[src/rtl/mem_seq_ctrl_if.sv]
// Single-ported memory bus shared by instruction fetch and load/store.
// The controller drives the request side; the memory returns data and ready.
interface mem_seq_ctrl_if;
    logic        mem_req;
    logic        mem_we;
    logic [31:0] mem_addr;
    logic [31:0] mem_wdata;
    logic [3:0]  mem_wstrb;
    logic [31:0] mem_rdata;
    logic        mem_ready;

    modport master (
        output mem_req, mem_we, mem_addr, mem_wdata, mem_wstrb,
        input  mem_rdata, mem_ready
    );

    modport slave (
        input  mem_req, mem_we, mem_addr, mem_wdata, mem_wstrb,
        output mem_rdata, mem_ready
    );
endinterface

[src/rtl/mem_seq_ctrl.sv]
// Multi-cycle fetch/exec/data/writeback sequencer for an RV32I core sharing one memory port
// between instruction fetch and load/store, with access timeout and misalignment faults.
module mem_seq_ctrl #(
    parameter int unsigned TIMEOUT  = 16,
    parameter logic [31:0] RESET_PC = 32'h0
) (
    input  logic                  clk,
    input  logic                  reset,
    input  logic [31:0]           pc,
    input  logic [31:0]           alu_addr,
    input  logic [31:0]           store_data,
    input  logic                  mem_rd,
    input  logic                  mem_wr,
    input  logic [1:0]            ls_size,
    output logic [31:0]           instr,
    output logic [31:0]           load_data,
    output logic                  pc_en,
    output logic                  reg_wr_en,
    output logic                  err,
    output logic [1:0]            err_code,
    mem_seq_ctrl_if.master        bus
);

    localparam int unsigned    CntW   = $clog2(TIMEOUT);
    localparam logic [CntW-1:0] CntMax = CntW'(TIMEOUT - 1);
    localparam logic [31:0]     Nop    = 32'h0000_0013;

    typedef enum logic [2:0] {StFetch, StExec, StData, StWb, StErr} state_e;

    state_e          state_q;
    logic [CntW-1:0] cnt_q;
    logic [31:0]     instr_q;
    logic [31:0]     load_data_q;
    logic [1:0]      err_code_q;
    logic            store_q;

    logic            misaligned;
    logic [31:0]     st_wdata;
    logic [3:0]      st_wstrb;

    // PC lives in the datapath; the low PC bits are ignored because fetches are word aligned.
    logic unused_bits;
    assign unused_bits = ^{RESET_PC, pc[1:0]};

    always_comb begin
        misaligned = 1'b0;
        st_wdata   = store_data;
        st_wstrb   = 4'b1111;
        case (ls_size)
            2'b00: begin
                st_wdata = {4{store_data[7:0]}};
                st_wstrb = 4'b0001 << alu_addr[1:0];
            end
            2'b01: begin
                misaligned = alu_addr[0];
                st_wdata   = {2{store_data[15:0]}};
                st_wstrb   = alu_addr[1] ? 4'b1100 : 4'b0011;
            end
            default: misaligned = |alu_addr[1:0];
        endcase
    end

    always_ff @(posedge clk or posedge reset) begin
        if (reset) begin
            state_q     <= StFetch;
            cnt_q       <= '0;
            instr_q     <= Nop;
            load_data_q <= '0;
            err_code_q  <= 2'b00;
            store_q     <= 1'b0;
        end else begin
            unique case (state_q)
                StFetch: begin
                    // A ready in the final allowed cycle takes priority over the timeout.
                    if (bus.mem_ready) begin
                        instr_q <= bus.mem_rdata;
                        state_q <= StExec;
                    end else if (cnt_q == CntMax) begin
                        state_q    <= StErr;
                        err_code_q <= 2'b01;
                    end else begin
                        cnt_q <= cnt_q + CntW'(1);
                    end
                end
                StExec: begin
                    if (mem_rd || mem_wr) begin
                        store_q <= mem_wr;
                        if (misaligned) begin
                            state_q    <= StErr;
                            err_code_q <= 2'b10;
                        end else begin
                            state_q <= StData;
                            cnt_q   <= '0;
                        end
                    end else begin
                        state_q <= StWb;
                    end
                end
                StData: begin
                    if (bus.mem_ready) begin
                        if (!store_q) load_data_q <= bus.mem_rdata;
                        state_q <= StWb;
                    end else if (cnt_q == CntMax) begin
                        state_q    <= StErr;
                        err_code_q <= 2'b01;
                    end else begin
                        cnt_q <= cnt_q + CntW'(1);
                    end
                end
                StWb: begin
                    state_q <= StFetch;
                    cnt_q   <= '0;
                end
                StErr: state_q <= StErr;
                default: state_q <= StErr;
            endcase
        end
    end

    // Outputs decode the state directly and are forced low while reset is held, so an
    // in-flight request is dropped the moment reset rises.
    always_comb begin
        bus.mem_req   = 1'b0;
        bus.mem_we    = 1'b0;
        bus.mem_addr  = '0;
        bus.mem_wdata = '0;
        bus.mem_wstrb = 4'b0000;
        pc_en         = 1'b0;
        reg_wr_en     = 1'b0;
        err           = 1'b0;
        err_code      = 2'b00;
        if (!reset) begin
            err_code = err_code_q;
            unique case (state_q)
                StFetch: begin
                    bus.mem_req  = 1'b1;
                    bus.mem_addr = {pc[31:2], 2'b00};
                end
                StData: begin
                    bus.mem_req  = 1'b1;
                    bus.mem_we   = store_q;
                    bus.mem_addr = {alu_addr[31:2], 2'b00};
                    if (store_q) begin
                        bus.mem_wdata = st_wdata;
                        bus.mem_wstrb = st_wstrb;
                    end
                end
                StWb: begin
                    pc_en     = 1'b1;
                    reg_wr_en = 1'b1;
                end
                StErr:   err = 1'b1;
                default: ;
            endcase
        end
    end

    assign instr     = instr_q;
    assign load_data = load_data_q;

endmodule

[src/flat_wrapper.sv]
// flat-port wrapper written by rule: the top's interface ports become plain ports
module mem_seq_ctrl_flat 
#(
    parameter int unsigned TIMEOUT  = 16,
    parameter logic [31:0] RESET_PC = 32'h0
)
  (clk, reset, pc, alu_addr, store_data, mem_rd, mem_wr, ls_size, instr, load_data, pc_en, reg_wr_en, err, err_code, bus_mem_req, bus_mem_we, bus_mem_addr, bus_mem_wdata, bus_mem_wstrb, bus_mem_rdata, bus_mem_ready);
  mem_seq_ctrl_if bus_i ();
  input  logic clk;
  input  logic reset;
  input  logic [31:0] pc;
  input  logic [31:0] alu_addr;
  input  logic [31:0] store_data;
  input  logic mem_rd;
  input  logic mem_wr;
  input  logic [1:0] ls_size;
  output logic [31:0] instr;
  output logic [31:0] load_data;
  output logic pc_en;
  output logic reg_wr_en;
  output logic err;
  output logic [1:0] err_code;
  output wire logic [$bits(bus_i.mem_req)-1:0] bus_mem_req;
  output wire logic [$bits(bus_i.mem_we)-1:0] bus_mem_we;
  output wire logic [$bits(bus_i.mem_addr)-1:0] bus_mem_addr;
  output wire logic [$bits(bus_i.mem_wdata)-1:0] bus_mem_wdata;
  output wire logic [$bits(bus_i.mem_wstrb)-1:0] bus_mem_wstrb;
  input wire logic [$bits(bus_i.mem_rdata)-1:0] bus_mem_rdata;
  input wire logic [$bits(bus_i.mem_ready)-1:0] bus_mem_ready;
  assign bus_mem_req = bus_i.mem_req;
  assign bus_mem_we = bus_i.mem_we;
  assign bus_mem_addr = bus_i.mem_addr;
  assign bus_mem_wdata = bus_i.mem_wdata;
  assign bus_mem_wstrb = bus_i.mem_wstrb;
  assign bus_i.mem_rdata = bus_mem_rdata;
  assign bus_i.mem_ready = bus_mem_ready;
  mem_seq_ctrl #(.TIMEOUT(TIMEOUT), .RESET_PC(RESET_PC)) u_core (.clk(clk), .reset(reset), .pc(pc), .alu_addr(alu_addr), .store_data(store_data), .mem_rd(mem_rd), .mem_wr(mem_wr), .ls_size(ls_size), .instr(instr), .load_data(load_data), .pc_en(pc_en), .reg_wr_en(reg_wr_en), .err(err), .err_code(err_code), .bus(bus_i));
endmodule
[config.mk]
export PLATFORM = sky130hd
export DESIGN_NAME = mem_seq_ctrl_flat
export DESIGN_NICKNAME = d
export VERILOG_FILES = /design/src/rtl/mem_seq_ctrl_if.sv /design/src/rtl/mem_seq_ctrl.sv /design/src/flat_wrapper.sv
export SDC_FILE = /design/constraint.sdc
export NUM_CORES = 1
export LEC_CHECK = 0
export BUFFER_PORTS_ARGS = -buffer_cell sky130_fd_sc_hd__buf_2
export CAP_MARGIN = 20
export CELL_PAD_IN_SITES_DETAIL_PLACEMENT = 1
export CELL_PAD_IN_SITES_GLOBAL_PLACEMENT = 1
export CORE_UTILIZATION = 29
export CTS_CLUSTER_SIZE = 14
export DETAILED_ROUTE_END_ITERATION = 10
export PLACE_DENSITY = 0.79
export SLEW_MARGIN = 20
export SYNTH_ARGS = -nofsm -noshare
export SYNTH_HDL_FRONTEND = slang
export SYNTH_SLANG_ARGS = --single-unit
export TNS_END_PERCENT = 10
[constraint.sdc]
create_clock -name clk -period 2.95 [get_ports clk]
set_input_delay 0.1475 -clock clk [delete_from_list [all_inputs] [get_ports clk]]
set_output_delay 0.1475 -clock clk [all_outputs]
set_load 0.005 [all_outputs]
Word-level counts from Yosys, hierarchy flattened
Index checks and enable logic that the tools add are counted.
- bitwise operators: 1
- add/sub/neg operators: 1
- $mul: 0
- magnitude comparators: 0
- eq/ne operators: 12
- mux-type cells: 37
- shifts and indexed selects: 1
- divide/modulo/power cells: 0
- reduce and logical (&&, ||, !) cells: 12
- operator list (operator ; count):
    32-bit two-way mux ; 4
    32-bit one-hot mux with 2 select lines ; 2
    4-bit two-way mux ; 8
    3-bit two-way mux ; 5
    3-bit one-hot mux with 4 select lines ; 1
    4-bit one-hot mux with 3 select lines ; 1
    2-bit two-way mux ; 5
    5-bit AND reduction ; 2
    1-bit two-way mux ; 8
    4-bit one-hot mux with 2 select lines ; 1
    3-bit by 2-bit == test with 1-bit output, second input constant ; 2
    2-bit by 1-bit inequality test with 1-bit output, second input constant ; 3
    2-bit inequality test, second input constant ; 3
    4-bit by 1-bit adder with 4-bit output, second input constant ; 1
    4-bit == test, second input constant ; 1
    2-bit one-hot mux with 2 select lines ; 1
    2-bit AND reduction ; 2
    2-bit OR reduction ; 2
    1-bit by 2-bit left shift with 4-bit output, first input constant ; 1
    3-bit by 1-bit == test with 1-bit output, second input constant ; 1
    3-bit == test, second input constant ; 1
    3-bit zero test ; 1
    3-bit AND reduction ; 1
    3-bit nonzero test ; 1
    6 further kinds ; 6
- memory bits (read-only): 0
- bits in registers: 74
- input bits: 135
- latch bits: 0
- bits in writable memories: 0
- memories kept: 0
- logic and storage cells: 70
- output and inout bits: 139

Logic depth before layout (Yosys ltp)
- depth in word-level cells: 5
- gate-level depth with buffers: 6

Worst setup path after synthesis
Ideal clock, no wire load.
- path kind: input -> output
- start point: in reset
- end point: out bus_mem_addr[10]
- path buffers: 1
- stages on the path: 4
- setup slack: 0.411 ns
- required time: 2.803 ns
- data arrival time: 2.392 ns
- path through: inv_1 > nand2_1 > clkbuf_1 > nor2_1
- cells in the longest elaborated chain, start to end: 1
- RTL lines (element ; RTL line ; text):
    start: declaration ; flat_wrapper.sv:10 ; input logic reset;
    32-bit two-way mux ; mem_seq_ctrl.sv:132 ; if (!reset) begin
    end: declaration ; flat_wrapper.sv:25 ; output wire logic [$bits(bus_i.mem_addr)-1:0] bus_mem_addr;
No other way between the ends.

Worst setup path after layout
- start point: reg u_core.state_q[2]
- end point: out bus_mem_req
- cells in the longest elaborated chain, start to end: 4
- elaborated cells on any way between the ends: 5
- RTL lines (element ; RTL line ; text):
    start: declaration ; mem_seq_ctrl.sv:30 ; state_e state_q;
    start signal: assignment ; mem_seq_ctrl.sv:65 ; state_q <= StFetch;
    start signal: assignment ; mem_seq_ctrl.sv:77 ; state_q <= StExec;
    start signal: assignment ; mem_seq_ctrl.sv:79 ; state_q <= StErr;
    3-bit by 2-bit == test with 1-bit output or 3-bit zero test (tied branches) ; mem_seq_ctrl.sv:134 ; unique case (state_q)
    2-bit OR reduction (no line) (*) ; - ;
    1-bit two-way mux (*) ; mem_seq_ctrl.sv:134 ;
    1-bit two-way mux (*) ; mem_seq_ctrl.sv:132 ;
    end: declaration ; flat_wrapper.sv:23 ; output wire logic [$bits(bus_i.mem_req)-1:0] bus_mem_req;
Mark *: on every way between the ends. The rest lies on a longest branch, timed or not.

==> summary.md <==
| Metric | Value |
|---|---|
| Result of the run | finished, final reports clean |
| Final Hold Violating Endpoints | 0 |
| Category of the worst setup path launch point | register |
| Final setup violation count | 0 |
| Crit path capture type | primary output |
| Share of final-layout standard cells stronger than drive strength 1 | 0.5342 |
| Net count, final | 775 |
| Gr usage total | 0.1883 |
| Via density per instance | 4.826 |
| WL per Instance | 16.27 um |
| Number of max-cap violations | 0 |
| Flip-flop and latch count after synthesis | 74 |
| Area of the core | 0.01324 mm^2 |
| Met3 layer wire length in the routed design | 681 um |
| Synthesized area per cell | 10.33 um^2 |
| Clock buffer count from CTS | 9 |
| Non-Filler Cell Area, Final | 0.005734 mm^2 |
| CTS sink cnt | 74 |
| Wire length of the first global-routing pass | 21130 um |
| Maximum clock insertion buffer count | 2 |
| Clock slew seen by the registers of the worst setup and hold paths | 60 ps |
| Slack of the worst reg-to-reg path | 930 ps |
| Measured slew at the worst slew-check pin | 978.5 ps |
| Family with the most delay on the worst path | simple AND/OR/NAND/NOR gates |
| Reg-to-reg startpoint | u_core.state_q[0] |
| Residual antenna-violating net count after detailed routing | 0 |
| Number of max-slew violations in the final report | 0 |
| Normalized max-slew margin | 0.3461 |
| WL final | 13380 um |
| Cell count of the worst hold path | 2 |
| LEAKAGE | 2.953 nW |
| Wire length the detailed router placed on met1 | 5066 um |
| Critical Path AT | 2410 ps |
| Hold path startpoint | bus_mem_rdata[29] |
| Antenna violations before repair | 2 |
| Path length in cells of the critical path | 5 |
| Path type of the worst min-delay path | in2reg |
| Worst Path Required | 2800 ps |
| Starting Density | 0.2965 |
| Uppermost routed layer | met4 |
| Gates resized, CTS repair | 0 |
| PnR worst setup slack | 393.4 ps |
| Worst slack after detailed placement | 763.6 ps |
| Crit path max fanout | 31 |
| Port-buffer cells | 269 |
| Reg power frac | 0.396 |
| Total die area | 0.01401 mm^2 |
| Share of the clock period used by the worst path | 0.8666 |
| Standard-cell row count | 42 |
| Max VDD drop | 0.4564 mV |
| Detailed-route DRC error count | 0 |
| DP Wirelength | 10050 um |
| Hold Path Sink | u_core.load_data[29] |
| Share of the yosys chip area belonging to registers | 0.4726 |
| Switching Power | 1.471 mW |
| Vias in the first global route | 4257 |
| Internal Power | 3.037 mW |
| First drt pass iteration count | 4 |
| RSZ-0062 raised after global routing | no |
| Final Skew | 6.657 ps |
| Setup TNS | 0 ps |
| Total of fill cells in the finished design | 1619 |
| Largest stage delay on the critical path | 650 ps |
| Clk root buf | sky130_fd_sc_hd__clkbuf_16 |
| Switching portion of total power | 0.3263 |
| Critical path, cell by cell | nor2_1, nand2_1, buf_4, inv_1, buf_2 |
| Part of the total power dissipated in combinational logic | 0.359 |
| Shortest period the worst path allows | 2557 ps |
| R2r worst-path depth | 4 |
| Placed standard-cell area | 0.005425 mm^2 |
| Gr ovfl total | 0 |
| Worst-path cell with the longest stage delay | sky130_fd_sc_hd__nand2_1 |
| Number of buffers and inverters on the critical path | 3 |
| Area Growth Syn to Fin | 46.05% |
| Synthesized instance count | 380 |
| Post-Synthesis Cell Area | 0.003926 mm^2 |
| Clock share of power | 0.245 |
| Die Y-Extent | 118.4 um |
| Type of the worst setup path | reg2out |
| Number of distinct standard cells referenced by the synthesized netlist | 39 |
| Length of routed met2 wiring | 7373 um |
| Post-Route Hold Slack | 48.19 ps |
| Count of pins on the block boundary | 274 |
| YS warnings | 0 |
| Initial drt markers | 145 |
| Clock tree from TritonCTS | built |
| Deepest level of the CTS H-tree | 3 |
| Number of vias after detailed routing | 3967 |
| Total power density per cell area | 786.1 mW/mm^2 |
| Post-CTS Setup Inserts | 0 |
| Count of hold buffers inserted by post-cts repair | 0 |
| Worst-skew pair later-pin latency | 330 ps |
| Maximum operating frequency | 391.1 MHz |
| Die Span X | 118.4 um |
| Reg-to-reg endpoint | u_core.load_data[14] |
| Largest net degree at the start of global routing | 75 |
| Total power | 4.508 mW |
| Global placer's final weighted congestion | 0.8047 |
==> synth_stat cells (all sizes together) <==
| cell | number | share of area |
|---|---|---|
| a21oi | 24 | 0.031 |
| nor4 | 1 | 0.0016 |
| nand2b | 7 | 0.011 |
| o31ai | 2 | 0.0051 |
| dfstp | 3 | 0.020 |
| mux2i | 16 | 0.041 |
| o21ai | 14 | 0.018 |
| o21a | 1 | 0.0019 |
| a32o | 1 | 0.0025 |
| or2 | 1 | 0.0016 |
| o21bai | 1 | 0.0019 |
| nand2 | 13 | 0.012 |
| a41o | 1 | 0.0025 |
| a22o | 2 | 0.0045 |
| nor2 | 66 | 0.063 |
| inv | 6 | 0.0057 |
| nand4b | 1 | 0.0022 |
| a21o | 1 | 0.0019 |
| clkbuf | 10 | 0.0096 |
| dfrtp | 71 | 0.45 |
| ha | 1 | 0.0032 |
| a22oi | 30 | 0.057 |
| conb | 1 | 0.00096 |
| and3 | 1 | 0.0016 |
| nor3 | 4 | 0.0076 |
| mux2 | 64 | 0.18 |
| a311o | 1 | 0.0025 |
| nand3 | 4 | 0.0051 |
| and2 | 8 | 0.013 |
| o2bb2ai | 1 | 0.0022 |
| or3 | 1 | 0.0016 |
| buf | 19 | 0.027 |
| nor2b | 3 | 0.0048 |
==> power by group through the flow <==
stage          combinational (mW)  clock [mW]  sequential (mW)
3_5_place_dp                 1.63           0             1.79
6_report                     1.62        1.11             1.78
2_1_floorplan               0.836           0             1.77
5_1_grt                      1.76        1.17             1.85
3_3_place_gp                 1.55           0             1.74
4_1_cts                      1.65        1.14             1.79
==> cell type report <==
class                           instances  area, um^2  area share
Sequential cell                        74        1856      0.3236
Tap cell                              176       220.2     0.03840
Clock inverter                          5       61.31     0.01069
Timing Repair Buffer                  276        1399      0.2439
Antenna cell                            2       5.005   0.0008728
Clock buffer                           11       242.7     0.04233
Inverter                                6       22.52    0.003928
Multi-Input combinational cell        272        1928      0.3362
==> per-stage QoR <==
step	cells	util
floorplan	381	-
global placement	804	0.4097
detailed placement	804	0.4097
CTS	820	0.4326
global route	822	0.4330
finish	822	0.4330
==> sequential cells by signal (all words and copies together), names as in the netlist <==
register / cells
u_core.store_q: 1
u_core.instr: 32
u_core.load_data: 32
u_core.state_q: 3
u_core.cnt_q: 4
u_core.err_code_q: 2
==> how the worst max path moves through the flow <==
stage	startpoint	end	slack, ps
after floorplan	reset	bus_mem_addr[10]	410
after global placement	u_core.state_q[2]	bus_mem_req	840
after detailed placement	u_core.state_q[2]	bus_mem_req	760
after CTS	u_core.state_q[2]	bus_mem_req	340
after global routing	u_core.state_q[2]	bus_mem_req	190
final	u_core.state_q[2]	bus_mem_req	390
==> metal layers <==
layer / global-route usage / vias up
li1: - / 1854
met1: 0.1980 / 1955
met2: 0.3592 / 141
met3: 0.04681 / 17
met4: 0.06651 / 0
met5: 0 / -
==> kinds of logic (layout without fill, tap and decap cells) <==
group | count (synthesis) | count (layout) | synth area share
mux | 80 | 80 | 0.2243
fa+ha+maj | 1 | 1 | 0.003186
flops | 74 | 74 | 0.4726
simple gates | 110 | 110 | 0.1256
compound gates | 79 | 79 | 0.1310
buf+inv | 35 | 298 | 0.04238
other cells | 1 | 4 | 0.0009551
==> cell usage in the layout, fill, tap and decap left out, types with 9 or more instances in the layout <==
cell	count
sky130_fd_sc_hd__mux2_2	43
sky130_fd_sc_hd__mux2i_1	16
sky130_fd_sc_hd__nand2_1	13
sky130_fd_sc_hd__a21oi_1	24
sky130_fd_sc_hd__a22oi_1	30
sky130_fd_sc_hd__dfrtp_1	71
sky130_fd_sc_hd__mux2_1	21
sky130_fd_sc_hd__nor2_1	65
sky130_fd_sc_hd__o21ai_0	12
sky130_fd_sc_hd__buf_2	269
sky130_fd_sc_hd__clkbuf_16	9
Power figures use the tool's default switching activity.
